`config.mk`:
```
export PLATFORM = sky130hd
export DESIGN_NAME = mem_arbiter
export DESIGN_NICKNAME = d
export VERILOG_FILES = /design/src/rtl/mem_arbiter.sv
export SDC_FILE = /design/constraint.sdc
export NUM_CORES = 1
export LEC_CHECK = 0
export CORE_UTILIZATION = 41
export CTS_CLUSTER_DIAMETER = 120
export DETAILED_ROUTE_END_ITERATION = 10
export GPL_ROUTABILITY_DRIVEN = 0
export HOLD_SLACK_MARGIN = 0.06
export PLACE_DENSITY = 0.84
export REMOVE_ABC_BUFFERS = 1
export SLEW_MARGIN = 20
export SYNTH_ARGS = -nofsm -noshare
export SYNTH_HDL_FRONTEND = slang
export SYNTH_SLANG_ARGS = --single-unit
```
`constraint.sdc`:
```
create_clock -name clk -period 4.6 [get_ports clk]
set_input_delay 0.92 -clock clk [delete_from_list [all_inputs] [get_ports clk]]
set_output_delay 0.92 -clock clk [all_outputs]
set_load 0.02 [all_outputs]
```
`src/rtl/mem_arbiter.sv`:
```
`default_nettype none
// +----------------------------------------------------------------------------+
// | mem_arbiter                                                                |
// | Two-port (CPU / loader) arbiter driving a single-cycle-strobe memory.      |
// | Optional: define MEM_ARB_RR_EN for round-robin on simultaneous requests.   |
// | Revision: 1.0                                                              |
// +----------------------------------------------------------------------------+
module mem_arbiter #(
    parameter int ADDR_W = 5,
    parameter int DATA_W = 8
) (
    input  logic              clk,
    input  logic              rst,
    input  logic              a_req,
    input  logic              a_we,
    input  logic [ADDR_W-1:0] a_addr,
    input  logic [DATA_W-1:0] a_wdata,
    output logic              a_gnt,
    output logic              a_done,
    input  logic              b_req,
    input  logic              b_we,
    input  logic [ADDR_W-1:0] b_addr,
    input  logic [DATA_W-1:0] b_wdata,
    output logic              b_gnt,
    output logic              b_done,
    output logic [DATA_W-1:0] rdata,
    output logic [ADDR_W-1:0] mem_addr,
    output logic [DATA_W-1:0] mem_wdata,
    input  logic [DATA_W-1:0] mem_rdata,
    output logic              mem_read,
    output logic              mem_write,
    output logic              mem_data_oe
);

    typedef enum logic [1:0] {
        S_IDLE   = 2'd0,
        S_SETUP  = 2'd1,
        S_STROBE = 2'd2,
        S_DONE   = 2'd3
    } state_t;

    state_t r_state;
    logic   r_sel_b;
    logic   r_we;
    logic   w_any_req;
    logic   w_pick_b;
    logic   w_start;

`ifdef MEM_ARB_RR_EN
    logic   r_last_b;
`endif

    always_comb begin
        w_any_req = a_req | b_req;
`ifdef MEM_ARB_RR_EN
        // Tie goes to whichever port was not served most recently.
        if (a_req && b_req) begin
            w_pick_b = ~r_last_b;
        end else begin
            w_pick_b = ~a_req;
        end
`else
        w_pick_b  = ~a_req;
`endif
        // Grant is a same-cycle response to req in IDLE, so it cannot be registered.
        w_start   = (r_state == S_IDLE) && w_any_req && !rst;
        a_gnt     = w_start && !w_pick_b;
        b_gnt     = w_start && w_pick_b;
    end

    always_ff @(posedge clk) begin
        if (rst) begin
            r_state     <= S_IDLE;
            r_sel_b     <= 1'b0;
            r_we        <= 1'b0;
            mem_addr    <= '0;
            mem_wdata   <= '0;
            mem_read    <= 1'b0;
            mem_write   <= 1'b0;
            mem_data_oe <= 1'b0;
            a_done      <= 1'b0;
            b_done      <= 1'b0;
            rdata       <= '0;
`ifdef MEM_ARB_RR_EN
            r_last_b    <= 1'b1;
`endif
        end else begin
            case (r_state)
                S_IDLE: begin
                    if (w_any_req) begin
                        r_state     <= S_SETUP;
                        r_sel_b     <= w_pick_b;
                        r_we        <= w_pick_b ? b_we    : a_we;
                        mem_addr    <= w_pick_b ? b_addr  : a_addr;
                        mem_wdata   <= w_pick_b ? b_wdata : a_wdata;
                        mem_data_oe <= w_pick_b ? b_we    : a_we;
`ifdef MEM_ARB_RR_EN
                        r_last_b    <= w_pick_b;
`endif
                    end
                end
                S_SETUP: begin
                    r_state   <= S_STROBE;
                    mem_read  <= ~r_we;
                    mem_write <= r_we;
                end
                S_STROBE: begin
                    r_state   <= S_DONE;
                    mem_read  <= 1'b0;
                    mem_write <= 1'b0;
                    if (!r_we) begin
                        rdata <= mem_rdata;
                    end
                    a_done    <= ~r_sel_b;
                    b_done    <= r_sel_b;
                end
                S_DONE: begin
                    r_state     <= S_IDLE;
                    a_done      <= 1'b0;
                    b_done      <= 1'b0;
                    mem_data_oe <= 1'b0;
                end
                default: begin
                    r_state <= S_IDLE;
                end
            endcase
        end
    end

endmodule
`default_nettype wire
```
==> results of run 1 <==
-- Yosys cell counts (all sizes together) --
cell type and n:
and2 1, nand3b 1, ha 4, o21ai 2
nor2 16, o2bb2ai 13, a2111oi 1, dfxtp 30
nor2b 2, nand2b 1, a21oi 2, buf 6
a22o 2, mux2i 24, or3b 1, clkbuf 1
nand2 2, nor3 2, o21a 1, inv 3
a21boi 1, a211oi 2
-- routing by layer --
layer / vias to the layer above / global-route usage [%] / wire [um]
met2: 61 / 33.4 / 1470
met4: 0 / 5.23 / 29
li1: 559 / - / -
met5: - / 0 / 0
met3: 4 / 11.1 / 348
met1: 505 / 23.1 / 1190
-- power breakdown --
part / internal (mW) / total, mW / switching, mW
clock: 0.104 / 0.190 / 0.0853
sequential: 0.328 / 0.370 / 0.0416
combinational: 0.226 / 0.451 / 0.225
total: 0.658 / 1.01 / 0.352
-- kinds of logic after synthesis --
| kind of cell | count (synthesis) | share of synthesized area [%] |
|---|---|---|
| simple gates | 26 | 9.80 |
| fa+ha+maj | 4 | 3.96 |
| compound gates | 24 | 15.4 |
| flops | 30 | 47.5 |
| buf+inv | 10 | 4.26 |
| mux | 24 | 19.0 |
-- critical path: cells and delay by family --
kind	cells	cell delay [ps]
and+or+nand+nor	2	290
AOI/OAI and AO/OA	1	90
buffers and inverters	4	1400
-- path summary, 6_finish.rpt --
kind	start	end	depth (start not counted)
worst max-delay path	rst	b_gnt	7
worst max register to register	r_state[0]$_SDFFE_PP0P_	rdata[0]$_SDFFE_PP0P_	5
worst min-delay path	mem_wdata[2]$_SDFFE_PP0P_	mem_wdata[2]$_SDFFE_PP0P_	1
worst min register to register	mem_wdata[2]$_SDFFE_PP0P_	mem_wdata[2]$_SDFFE_PP0P_	1
-- state kept, by name, indices dropped and copies added, names as in the netlist --
name and count:
a_done 1, mem_data_oe 1, b_done 1, mem_addr 5
mem_read 1, mem_write 1, r_state 2, r_sel_b 1
r_we 1, mem_wdata 8, rdata 8
-- cell type report --
class / instances / area (sq um)
repair buffers: 70 / 693
flip-flops and latches: 30 / 601
multi-input cells: 78 / 609
well taps: 31 / 38.8
clock buffers: 8 / 78.8
inverters: 3 / 11.3
fillers: 216 / 797
-- metrics by stage --
stage	worst slack (ps)	hold slack (ps)	instances	util (%)	power, mW
6_report	972	478	220	71.8	1.01
5_1_grt	847	487	220	71.8	1.08
3_5_place_dp	990	455	212	69.0	0.824
3_3_place_gp	1010	446	212	69.0	0.807
4_1_cts	961	481	220	71.8	1.02
2_1_floorplan	1990	449	111	-	0.622
==> results_dict.tcl, run 1 <==
set metrics [dict create \
    status "finished with violations" \
    violations "DRC" \
    clk_root_buffer_cell "clkbuf_4" \
    layout-drive-gt1-share_pct 7.41 \
    grt_max_degree 21 \
    core-area_sq_um 2830 \
    cts.clk_slew.worst_paths_ps 90 \
    drtIter0Drc 24 \
    place_area_sq_um 1950 \
    critPathMaxStageDelay_ps 610 \
    tightest_slew_ps 884 \
    clock-sinks 30 \
    final_cell_area_sq_um 2030 \
    grt_overflow_total 0 \
    hold_viol_final 0 \
    final_cell_mix "67 x clkdlybuf4s50_1, 30 x dfxtp_1, 24 x mux2i_1, 15 x nor2_1, 13 x o2bb2ai_1" \
    die_x_um 57.5 \
    cp-end-kind "output pin" \
    rsz0062_at_grt "no" \
    cp_cell_sequence "clkdlybuf4s50_1 -> buf_4 -> nor2b_1 -> o21ai_1 -> buf_4 -> nor2_1 -> clkdlybuf4s50_1" \
    dieArea_sq_um 3310 \
    nets 232 \
    diodes 0 \
    clk_latency_ps 320 \
    synth_area_leaders "dfxtp_1 48%, mux2i_1 19%, o2bb2ai_1 9.0%" \
    critical_path_class "input port to output pin" \
    cts_made_buffers 5 \
    ys_ff_latch 30 \
    rrSetupSlack_ps 2670 \
    ant_nets 0 \
    syn_to_final_growth_pct 60.8 \
    firstDrtPassIters 7 \
    p_leak_nw 0.795 \
    synth_cell_types 26 \
    io-pin-count 68 \
    tns_ps 0 \
    io_buffers 67 \
    yosysTopAreaCell "dfxtp_1" \
    cts_hold_buf 0 \
    finalCriticalPeriod_ps 3630 \
    cp-start-kind "input port" \
    syn_inst 118 \
    drv_cap 0 \
    drt-total-wl_um 3040 \
    mostFrequentLayoutCell "clkdlybuf4s50_1" \
    htree_levels 2 \
    finClkSkew_ps 5.11 \
    syn_area_sq_um 1260 \
    grt_pass1_vias 1108 \
    post_drt_wl_per_cell_um 13.8 \
    syn_avg_cell_area_sq_um 10.7 \
    grt_pass1_wl_um 5040 \
    grt_usage_pct 20.4 \
    vdd_ir_drop_max_mv 0.280 \
    setup_violations 0 \
    route.detailed.drc 5 \
    slew_violations 0 \
    worstPathRequired_ps 3680 \
    slew_headroom_pct 40.9 \
    placementRows 19 \
    cts_setup_buffers 0 \
    clock_path_buffers 2 \
    critPathArrivalTime_ps 2710 \
    antenna_found_initial 0 \
    cp_slowest_cell "clkdlybuf4s50_1" \
    synth_top_area_share_pct 47.5 \
    die_h_um 57.5 \
    cts_tree "done" \
    ctsResizeCount 0 \
    fin_crit_sh_pct 78.9 \
    fmax_mhz 276 \
    ys.warnings.count 0 \
    dp_hpwl_um 2260 \
    dr_total_vias 1129 \
    viasPerCell 5.13 \
    yosysSeqAreaShare_pct 47.5 \
    hold_path_class "register to register" \
    powerDensity_nw_per_um2 497 \
    crit_path_max_fanout 18 \
    initial_utilization_pct 44.7 \
]
Note: power is estimated with default switching activity, not from simulation.
==> run 2: changes to the inputs <==
--- a/config.mk
+++ b/config.mk
@@ -5,12 +5,12 @@
 export SDC_FILE = /design/constraint.sdc
 export NUM_CORES = 1
 export LEC_CHECK = 0
-export CORE_UTILIZATION = 41
+export CORE_UTILIZATION = 38
 export CTS_CLUSTER_DIAMETER = 120
 export DETAILED_ROUTE_END_ITERATION = 10
 export GPL_ROUTABILITY_DRIVEN = 0
 export HOLD_SLACK_MARGIN = 0.06
-export PLACE_DENSITY = 0.84
+export PLACE_DENSITY = 0.78
 export REMOVE_ABC_BUFFERS = 1
 export SLEW_MARGIN = 20
 export SYNTH_ARGS = -nofsm -noshare
==> constraint.sdc (replaced) <==
create_clock -name clk -period 3.5 [get_ports clk]
set_input_delay 0.7 -clock clk [delete_from_list [all_inputs] [get_ports clk]]
set_output_delay 0.7 -clock clk [all_outputs]
set_load 0.02 [all_outputs]
==> run 2 against run 1 <==
The flow now finishes without violations. Critical path depth fell by 3. Sequential share of layout area is 0.15 points higher. Wire length rose by 2.3%. Worst hold slack worse by 7.4 ps. Design area fell by 0.49%. Sequential cell count unchanged. Clock power is 3% lower. Clock-buffer cell count fell by 1. Via count up 2.5%. Total power rose by 25%. Utilization shrank 6.7 points. Non-clock buffer count increased by 1. Largest power group unchanged.
==> results_dict.tcl, run 2 (synthesis gave the netlist of run 1 again) <==
set metrics [dict create \
    status "finished clean" \
    pwr-share-clk_pct 14.6 \
    cts_made_buffers 5 \
    finalCriticalPeriod_ps 2960 \
    final_cell_mix "67 x clkdlybuf4s50_1, 30 x dfxtp_1, 24 x mux2i_1, 15 x nor2_1, 13 x o2bb2ai_1" \
    critPathArrivalTime_ps 2260 \
    cp-start-kind "input port" \
    ant_nets 0 \
    vdd_ir_drop_max_mv 0.315 \
    placementRows 20 \
    grt_pass1_wl_um 5110 \
    rr_endpoint "rdata[1]$_SDFFE_PP0P_" \
    hold_viol_final 0 \
    drv_cap 0 \
    clock-sinks 30 \
    io-pin-count 68 \
    tns_ps 0 \
    cts_setup_buffers 0 \
    cpMostUsedCell "clkdlybuf4s50_1" \
    post_drt_wl_per_cell_um 13.4 \
    htree_levels 2 \
    viasPerCell 4.97 \
    worst-path-buf-inv 2 \
    reg.largest.list "mem_wdata: 8 flops, rdata: 8 flops, mem_addr: 5 flops" \
    slew_headroom_pct 41.4 \
    drtIter0Drc 45 \
    layout-drive-gt1-share_pct 6.35 \
    worstPathRequired_ps 2800 \
    fmax_mhz 338 \
    cp_slowest_cell "clkdlybuf4s50_1" \
    p_comb_share_pct 47.2 \
    core-area_sq_um 3100 \
    ctsResizeCount 0 \
    clock_path_buffers 2 \
    power.switching_uw 460 \
    min_path_cells 1 \
    powerDensity_nw_per_um2 625 \
    finClkSkew_ps 10.7 \
    cts_hold_buf 0 \
    r2r-start "r_state[0]$_SDFFE_PP0P_" \
    drt-total-wl_um 3110 \
    seqPwrFrac_pct 38.2 \
    cp_cell_sequence "clkdlybuf4s50_1 -> o21ai_1 -> nor2_1 -> clkdlybuf4s50_1" \
    setup_violations 0 \
    mostFrequentLayoutCell "clkdlybuf4s50_1" \
    grt_max_degree 18 \
    die_h_um 59.7 \
    diodes 0 \
    rsz0062_at_grt "no" \
    min_to "mem_addr[3]$_SDFFE_PP0P_" \
    path_delay_family "buffers and inverters" \
    antenna_found_initial 0 \
    firstDrtPassIters 4 \
    route.detailed.drc 0 \
    cts_tree "done" \
    power.share.switching_pct 36.3 \
    dp_hpwl_um 2380 \
    worstHoldStart "mem_addr[3]$_SDFFE_PP0P_" \
    crit_path_max_fanout 10 \
    critPathMaxStageDelay_ps 660 \
    io_buffers 67 \
    hold_path_class "register to register" \
    p_leak_nw 0.781 \
    dr_total_vias 1157 \
    slew_violations 0 \
    grt_pass1_vias 1175 \
    power_mw 1.26 \
    clk_root_buffer_cell "clkbuf_4" \
    rrSetupSlack_ps 1560 \
    cts.clk_slew.worst_paths_ps 90 \
    clk_latency_ps 330 \
    nets 233 \
    die_x_um 59.7 \
    tightest_slew_ps 877 \
    fin_crit_sh_pct 84.4 \
    syn_to_final_growth_pct 60.0 \
    grt_overflow_total 0 \
    critical_path_class "input port to output pin" \
    grt_usage_pct 20.0 \
    r2r.worst_path.cells 5 \
    cellInternalPower_uw 805 \
    cp.depth 4 \
    initial_utilization_pct 40.7 \
    place_inst 226 \
    finalNonFillerCells 233 \
    dieArea_sq_um 3560 \
    cp-end-kind "output pin" \
]
[run 2: changes by cell type in the layout (fill, tap and decap cells not counted)]
| cell | previous run | this run |
|---|---|---|
| buf_4 | 3 | 4 |
| clkbuf_8 | 3 | 0 |
| clkbuf_1 | 0 | 2 |
[run 2: how the worst max path moves through the flow]
stage,from,endpoint,slack (ps)
final,a_req,b_gnt,540
after global routing,a_req,b_gnt,460
after CTS,a_req,b_gnt,560
after detailed placement,a_req,b_gnt,570
after global placement,a_req,b_gnt,580
after floorplan,a_req,b_gnt,1330
[run 2: layer usage]
metal,GRT usage (%),vias up,share of wire [%],wire (um)
met4,11.0,0,1.8,55
li1,-,564,-,-
met2,34.4,48,51,1570
met3,8.87,5,9.8,306
met5,0,-,0,0
met1,20.1,540,38,1180
[run 2: final cells by class]
class                   instances  area (sq um)
flip-flops and latches         30           601
well taps                      44          55.1
repair buffers                 71           701
fillers                       301          1080
multi-input cells              78           609
clock buffers                   7          45.0
inverters                       3          11.3
[run 2: worst register-to-register path, cell delays in order (launching register included)]
cell     delay [ps]
dfxtp_1         330
inv_1           110
ha_1            300
nor2b_1         740
mux2i_1         280
nor2_1           60
[run 2: power groups by stage]
stage | clock (mW) | sequential (mW) | combinational (mW)
after floorplan | 0 | 0.571 | 0.246
after global placement | 0 | 0.485 | 0.577
after global routing | 0.202 | 0.493 | 0.645
final | 0.184 | 0.483 | 0.596
after detailed placement | 0 | 0.490 | 0.600
after CTS | 0.193 | 0.483 | 0.602
[run 2: through the flow]
| stage | hold slack, ps | setup slack [ps] | util [%] | cell area [sq um] |
|---|---|---|---|---|
| floorplan | 449 | 1330 | - | 1220 |
| global placement | 444 | 582 | 63.7 | 1980 |
| detailed placement | 448 | 566 | 63.7 | 1980 |
| CTS | 472 | 556 | 65.2 | 2020 |
| global route | 491 | 464 | 65.2 | 2020 |
| finish | 471 | 545 | 65.2 | 2020 |
